===== src/rtl/btn_pkg.sv =====
// rtl/btn_pkg.sv - shared state type and default timing for the button debouncer
package btn_pkg;

    typedef enum logic [1:0] {
        RELEASED  = 2'd0,
        PRESSED   = 2'd1,
        REPEATING = 2'd2
    } btn_state_t;

    // Defaults assume a 1 kHz tick
    localparam int DEF_NUM_BTN      = 5;
    localparam int DEF_STABLE_TICKS = 20;
    localparam int DEF_HOLD_TICKS   = 500;
    localparam int DEF_REPEAT_TICKS = 150;
    localparam int DEF_REPEAT_EN    = 1;

    function automatic int cnt_width(input int max_val);
        return (max_val > 1) ? $clog2(max_val) : 1;
    endfunction

endpackage


===== src/rtl/btn_debounce_core.sv =====
// rtl/btn_debounce_core.sv - one button: synchronizer, stability counter, hold/repeat FSM
module btn_debounce_core
    import btn_pkg::*;
#(
    parameter int STABLE_TICKS = DEF_STABLE_TICKS,
    parameter int HOLD_TICKS   = DEF_HOLD_TICKS,
    parameter int REPEAT_TICKS = DEF_REPEAT_TICKS,
    parameter int REPEAT_EN    = DEF_REPEAT_EN
) (
    input  logic clk,
    input  logic reset,
    input  logic tick,
    input  logic btn_raw,
    output logic btn_level,
    output logic btn_press,
    output logic btn_release
);

    localparam int SW   = cnt_width(STABLE_TICKS + 1);
    localparam int HMAX = (HOLD_TICKS > REPEAT_TICKS) ? HOLD_TICKS : REPEAT_TICKS;
    localparam int HW   = cnt_width(HMAX);

    localparam logic [SW-1:0] STABLE_LAST = SW'(STABLE_TICKS - 1);
    localparam logic [HW-1:0] HOLD_LAST   = HW'(HOLD_TICKS - 1);
    localparam logic [HW-1:0] REPEAT_LAST = HW'(REPEAT_TICKS - 1);

    logic          sync_meta;
    logic          sync_q;
    logic [SW-1:0] stab_cnt;
    logic          accept;

    btn_state_t    state_q, state_d;
    logic [HW-1:0] hold_cnt, hold_d;
    logic          level_d, press_d, release_d;

    always_ff @(posedge clk or negedge reset) begin
        if (!reset) begin
            sync_meta <= 1'b0;
            sync_q    <= 1'b0;
        end else begin
            sync_meta <= btn_raw;
            sync_q    <= sync_meta;
        end
    end

    always_comb begin
        accept = tick && (sync_q != btn_level) && (stab_cnt == STABLE_LAST);
    end

    // Any cycle agreeing with the current level restarts the stability window
    always_ff @(posedge clk or negedge reset) begin
        if (!reset) begin
            stab_cnt <= '0;
        end else if (sync_q == btn_level) begin
            stab_cnt <= '0;
        end else if (tick) begin
            stab_cnt <= accept ? '0 : stab_cnt + 1'b1;
        end
    end

    always_ff @(posedge clk or negedge reset) begin
        if (!reset) begin
            state_q     <= RELEASED;
            hold_cnt    <= '0;
            btn_level   <= 1'b0;
            btn_press   <= 1'b0;
            btn_release <= 1'b0;
        end else begin
            state_q     <= state_d;
            hold_cnt    <= hold_d;
            btn_level   <= level_d;
            btn_press   <= press_d;
            btn_release <= release_d;
        end
    end

    // Accept is tested first in the held states so a release beats a same-cycle repeat
    always_comb begin
        state_d   = state_q;
        hold_d    = hold_cnt;
        level_d   = btn_level;
        press_d   = 1'b0;
        release_d = 1'b0;
        case (state_q)
            RELEASED: begin
                if (accept) begin
                    level_d = 1'b1;
                    press_d = 1'b1;
                    hold_d  = '0;
                    state_d = PRESSED;
                end
            end
            PRESSED: begin
                if (accept) begin
                    level_d   = 1'b0;
                    release_d = 1'b1;
                    hold_d    = '0;
                    state_d   = RELEASED;
                end else if (tick) begin
                    if ((REPEAT_EN != 0) && (hold_cnt == HOLD_LAST)) begin
                        press_d = 1'b1;
                        hold_d  = '0;
                        state_d = REPEATING;
                    end else if (hold_cnt != HOLD_LAST) begin
                        hold_d = hold_cnt + 1'b1;
                    end
                end
            end
            REPEATING: begin
                if (accept) begin
                    level_d   = 1'b0;
                    release_d = 1'b1;
                    hold_d    = '0;
                    state_d   = RELEASED;
                end else if (tick) begin
                    if (hold_cnt == REPEAT_LAST) begin
                        press_d = 1'b1;
                        hold_d  = '0;
                    end else begin
                        hold_d = hold_cnt + 1'b1;
                    end
                end
            end
            default: begin
                state_d = RELEASED;
                hold_d  = '0;
                level_d = 1'b0;
            end
        endcase
    end

endmodule


===== src/rtl/button_tick_debouncer.sv =====
// rtl/button_tick_debouncer.sv - tick-timed debouncer with press/release/auto-repeat pulses
module button_tick_debouncer
    import btn_pkg::*;
#(
    parameter int NUM_BTN      = DEF_NUM_BTN,
    parameter int STABLE_TICKS = DEF_STABLE_TICKS,
    parameter int HOLD_TICKS   = DEF_HOLD_TICKS,
    parameter int REPEAT_TICKS = DEF_REPEAT_TICKS,
    parameter int REPEAT_EN    = DEF_REPEAT_EN
) (
    input  logic               clk,
    input  logic               reset,
    input  logic               tick,
    input  logic [NUM_BTN-1:0] btn_raw,
    output logic [NUM_BTN-1:0] btn_level,
    output logic [NUM_BTN-1:0] btn_press,
    output logic [NUM_BTN-1:0] btn_release
);

    for (genvar i = 0; i < NUM_BTN; i++) begin : g_btn
        btn_debounce_core #(
            .STABLE_TICKS (STABLE_TICKS),
            .HOLD_TICKS   (HOLD_TICKS),
            .REPEAT_TICKS (REPEAT_TICKS),
            .REPEAT_EN    (REPEAT_EN)
        ) u_core (
            .clk         (clk),
            .reset       (reset),
            .tick        (tick),
            .btn_raw     (btn_raw[i]),
            .btn_level   (btn_level[i]),
            .btn_press   (btn_press[i]),
            .btn_release (btn_release[i])
        );
    end

endmodule

===== config.mk =====
export PLATFORM = sky130hd
export DESIGN_NAME = button_tick_debouncer
export DESIGN_NICKNAME = d
export VERILOG_FILES = /design/src/rtl/btn_pkg.sv /design/src/rtl/btn_debounce_core.sv /design/src/rtl/button_tick_debouncer.sv
export SDC_FILE = /design/constraint.sdc
export NUM_CORES = 1
export LEC_CHECK = 0
export CAP_MARGIN = 0
export CORE_ASPECT_RATIO = 1.25
export CORE_MARGIN = 3
export CORE_UTILIZATION = 61
export DETAILED_ROUTE_END_ITERATION = 8
export GPL_ROUTABILITY_DRIVEN = 0
export PLACE_DENSITY = 0.8
export SYNTH_ARGS = -nofsm -noshare
export SYNTH_HDL_FRONTEND = slang
export SYNTH_SLANG_ARGS = --single-unit

===== constraint.sdc =====
create_clock -name clk -period 2.6 [get_ports clk]
set_input_delay 0.78 -clock clk [delete_from_list [all_inputs] [get_ports clk]]
set_output_delay 0.78 -clock clk [all_outputs]
set_load 0.05 [all_outputs]

==> results by group <==
CTS
  – Worst-Skew Late Latency: approximately 0.35 ns
  – Clock H-tree levels: 3
  – Longest Clk Path Bufs: 2
  – PostCTS Resize Cnt: 0
  – Num CTS Buffers: 9
  – Post-CTS setup buffer count: 0
  – CTS Hold Bufs: 0
  – Clock tree sinks: ~110
  – CTS clk-pin slew, worst paths: 0.06 ns
  – CTS Root Buffer Type: clkbuf_16
  – CTS tree: yes

Cells and area
  – Final core occ: a little under three quarters
  – Final std cells w/o fill: between 700 and 800
  – Most frequent cells in the layout: dfrtp_1, nor2_1, o21ai_0
  – FILL cells: a little under 700
  – ANT cells: 0
  – Most common cell after layout, fill and taps aside: dfrtp_1
  – Register area: about 2600 um^2
  – Post-route cell area: 6610 um^2
  – Area Overhead vs Synth: 10.9%
  – Final net count: roughly 690
  – Layout cells sized above 1: 8.01%
  – Multi-input gate area: 3010 um^2

Logic synthesis
  – Asr flop ratio synth: 100%
  – Mapped Nets: about 670
  – Cells after synthesis: around 620
  – Yosys reg bits: between 100 and 150
  – Top_reg_cell synth: dfrtp_1
  – Top-area cell type share of the netlist area: 44.1%
  – Distinct cell type count of the synthesized netlist: 66
  – Post-synth EDFFs: 0
  – Synth warn: 0
  – Area contributors post-synth: dfrtp_1, ha_1, o21ai_0
  – Syn_area_per_cell: between 9 and 10 um^2
  – Synth Cell Area: between 5000 and 6000 um^2
  – Sequential fraction of the synthesis area: between 40 and 50%
  – Cell taking the most area after synthesis: dfrtp_1

Worst setup path
  – Crit path max-delay cell type: clkdlybuf4s50_1
  – CP startpoint kind: flip-flop
  – Worst path bufs/invs: 1
  – Critical Path RT: approximately 1.8 ns
  – CP Capture Type: output pin
  – Crit-path cells: clkdlybuf4s50_1
  – Worst-path maximum fanout: 4
  – Flop-to-flop setup slack: approximately 0.44 ns
  – Crit-path max cell delay: between 0.8 and 0.9 ns
  – Crit-path leading delay family: buffers and inverters
  – WS Path Type: reg -> out
  – Crit path DAT: 1.65 ns

Routing
  – DR vias: 4682
  – Total Wirelength: around 12 mm
  – Iteration-0 DRC Markers: around 220
  – First drt pass iteration count: 6
  – Drt via density: 6.06
  – Post-DRT Antenna Nets: 0
  – Average wire per standard cell: approximately 15 um
  – Drt drc: 0

Place
  – Hpwl dp: approximately 8.3 mm
  – Port Buffers: 22
  – Placed cells: roughly 760
  – Dpl cell area: between 6000 and 7000 um^2

Floorplan
  – Row cnt: 39
  – I/O pin count: 23
  – Initial core utilization: approximately 64%
  – Die Span X: ~94 um
  – Core area: about 9300 um^2
  – Die area: about 11000 um^2
  – Die height: between 100 and 150 um

Timing
  – Slew of the pin with the lowest slew margin: approximately 0.55 ns
  – Final Setup Violations: 0
  – Slew HR: just over 60%
  – Hold Vio Cnt, Final: 0
  – Layout Skew: 0.00517 ns
  – Unrepaired setup endpoints after global routing: no
  – Min Tclk post-route: ~2.4 ns
  – Slew Limit Fails: 0
  – Final period utilization: roughly 94%
  – Max Clk Rate: between 0.4 and 0.5 GHz

Hold path
  – Min-delay worst type: reg -> reg

Pwr
  – Static leakage power: about 2.9 nW
  – Peak supply drop: ~0.46 mV
  – PwrDens: slightly below 600 nW/um^2

Global routing
  – Pin count of the biggest net entering global routing: 44
  – Remaining Overflow, GRT: 0
  – GRT Resource Usage Total: 23.3%
  – Vias in the first global route: 4622
  – Initial antenna violation count: 0
  – First-pass GRT wire length: 20.6 mm

Job
  – Max cap viols: 0

Outcome
  – Status: complete, no violations
==> kinds of logic after synthesis <==
logic type / Yosys count / share of synthesized area, %
AND/OR/NAND/NOR: 230 / 21.0
flip-flops: 105 / 44.1
adder cells (fa/ha/maj): 35 / 7.35
AO/OA/AOI/OAI: 166 / 19.0
buffers and inverters: 65 / 5.35
multiplexers: 7 / 1.20
XOR/XNOR: 14 / 2.06
==> synthesized netlist by cell type (all sizes together) (9+ instances only) <==
| cell | count |
|---|---|
| dfrtp | 105 |
| nor2 | 55 |
| o21ai | 54 |
| nand2 | 38 |
| ha | 35 |
| inv | 35 |
| nor3 | 30 |
| a21oi | 27 |
| buf | 25 |
| a22o | 19 |
| nor2b | 19 |
| nand4 | 14 |
| nand3 | 11 |
| and3 | 9 |
| or3 | 9 |
| xor2 | 9 |
==> worst register-to-register path, delay by kind of cell, from the launching register on <==
| kind | cells | cell delay (ns) |
|---|---|---|
| adder cells (fa/ha/maj) | 1 | 0.29 |
| buffers and inverters | 1 | 0.09 |
| flip-flops | 1 | 0.37 |
| AND/OR/NAND/NOR | 2 | 0.97 |
| AO/OA/AOI/OAI | 2 | 0.36 |
==> sequential cells by signal, summed over array words and instances, names as in the netlist <==
name,flops
g_btn.u_core.hold_cnt,45
g_btn.u_core.stab_cnt,25
g_btn.u_core.state_q,10
g_btn.u_core.btn_level,5
g_btn.u_core.btn_press,5
g_btn.u_core.btn_release,5
g_btn.u_core.sync_meta,5
g_btn.u_core.sync_q,5
==> per-stage QoR <==
stage | hold slack (ns) | TNS [ns] | worst slack, ns | total power [mW]
floorplan | 0.331 | 0 | 0.585 | 2.33
global placement | 0.334 | 0 | 0.0217 | 2.47
detailed placement | 0.335 | -0.0753 | -0.0322 | 2.52
CTS | 0.350 | 0 | 0.161 | 3.88
global route | 0.352 | 0 | 0.133 | 4.05
finish | 0.347 | 0 | 0.165 | 3.86
==> power by group <==
group	switching [mW]	internal, mW
clock	0.577	0.791
combinational	0.299	0.242
sequential	0.179	1.77
total	1.06	2.80
==> final cells by class <==
type | count | share of cell area [%]
clock buffer | 12 | 3.88
clock inverter | 3 | 0.606
inverter | 36 | 2.04
multi-input combinational | 452 | 45.6
sequential | 105 | 39.7
tap | 123 | 2.33
timing repair buffer | 41 | 5.83
==> layer usage <==
metal	part of all wire (%)	routed length [um]	global-route usage (%)	vias to the layer above
met2	51	6010	40.2	64
li1	-	-	-	2293
met5	0	0	0	-
met1	45	5350	29.4	2313
met4	1.5	172	8.29	0
met3	2.7	325	4.38	12
==> worst paths after layout <==
kind / startpoint / endpoint / depth (start not counted)
min: g_btn[1].u_core.sync_meta$_DFF_PN0_ / g_btn[1].u_core.sync_q$_DFF_PN0_ / 0
min reg2reg: g_btn[1].u_core.sync_meta$_DFF_PN0_ / g_btn[1].u_core.sync_q$_DFF_PN0_ / 0
max reg2reg: g_btn[0].u_core.state_q[0]$_DFFE_PN0P_ / g_btn[0].u_core.hold_cnt[8]$_DFFE_PN0P_ / 6
max: g_btn[3].u_core.btn_level$_DFFE_PN0P_ / btn_level[3] / 1
min in group asynchronous: reset / g_btn[0].u_core.btn_release$_DFF_PN0_ / 1
max in group asynchronous: reset / g_btn[0].u_core.hold_cnt[3]$_DFFE_PN0P_ / 2
Power figures use the tool's default switching activity.
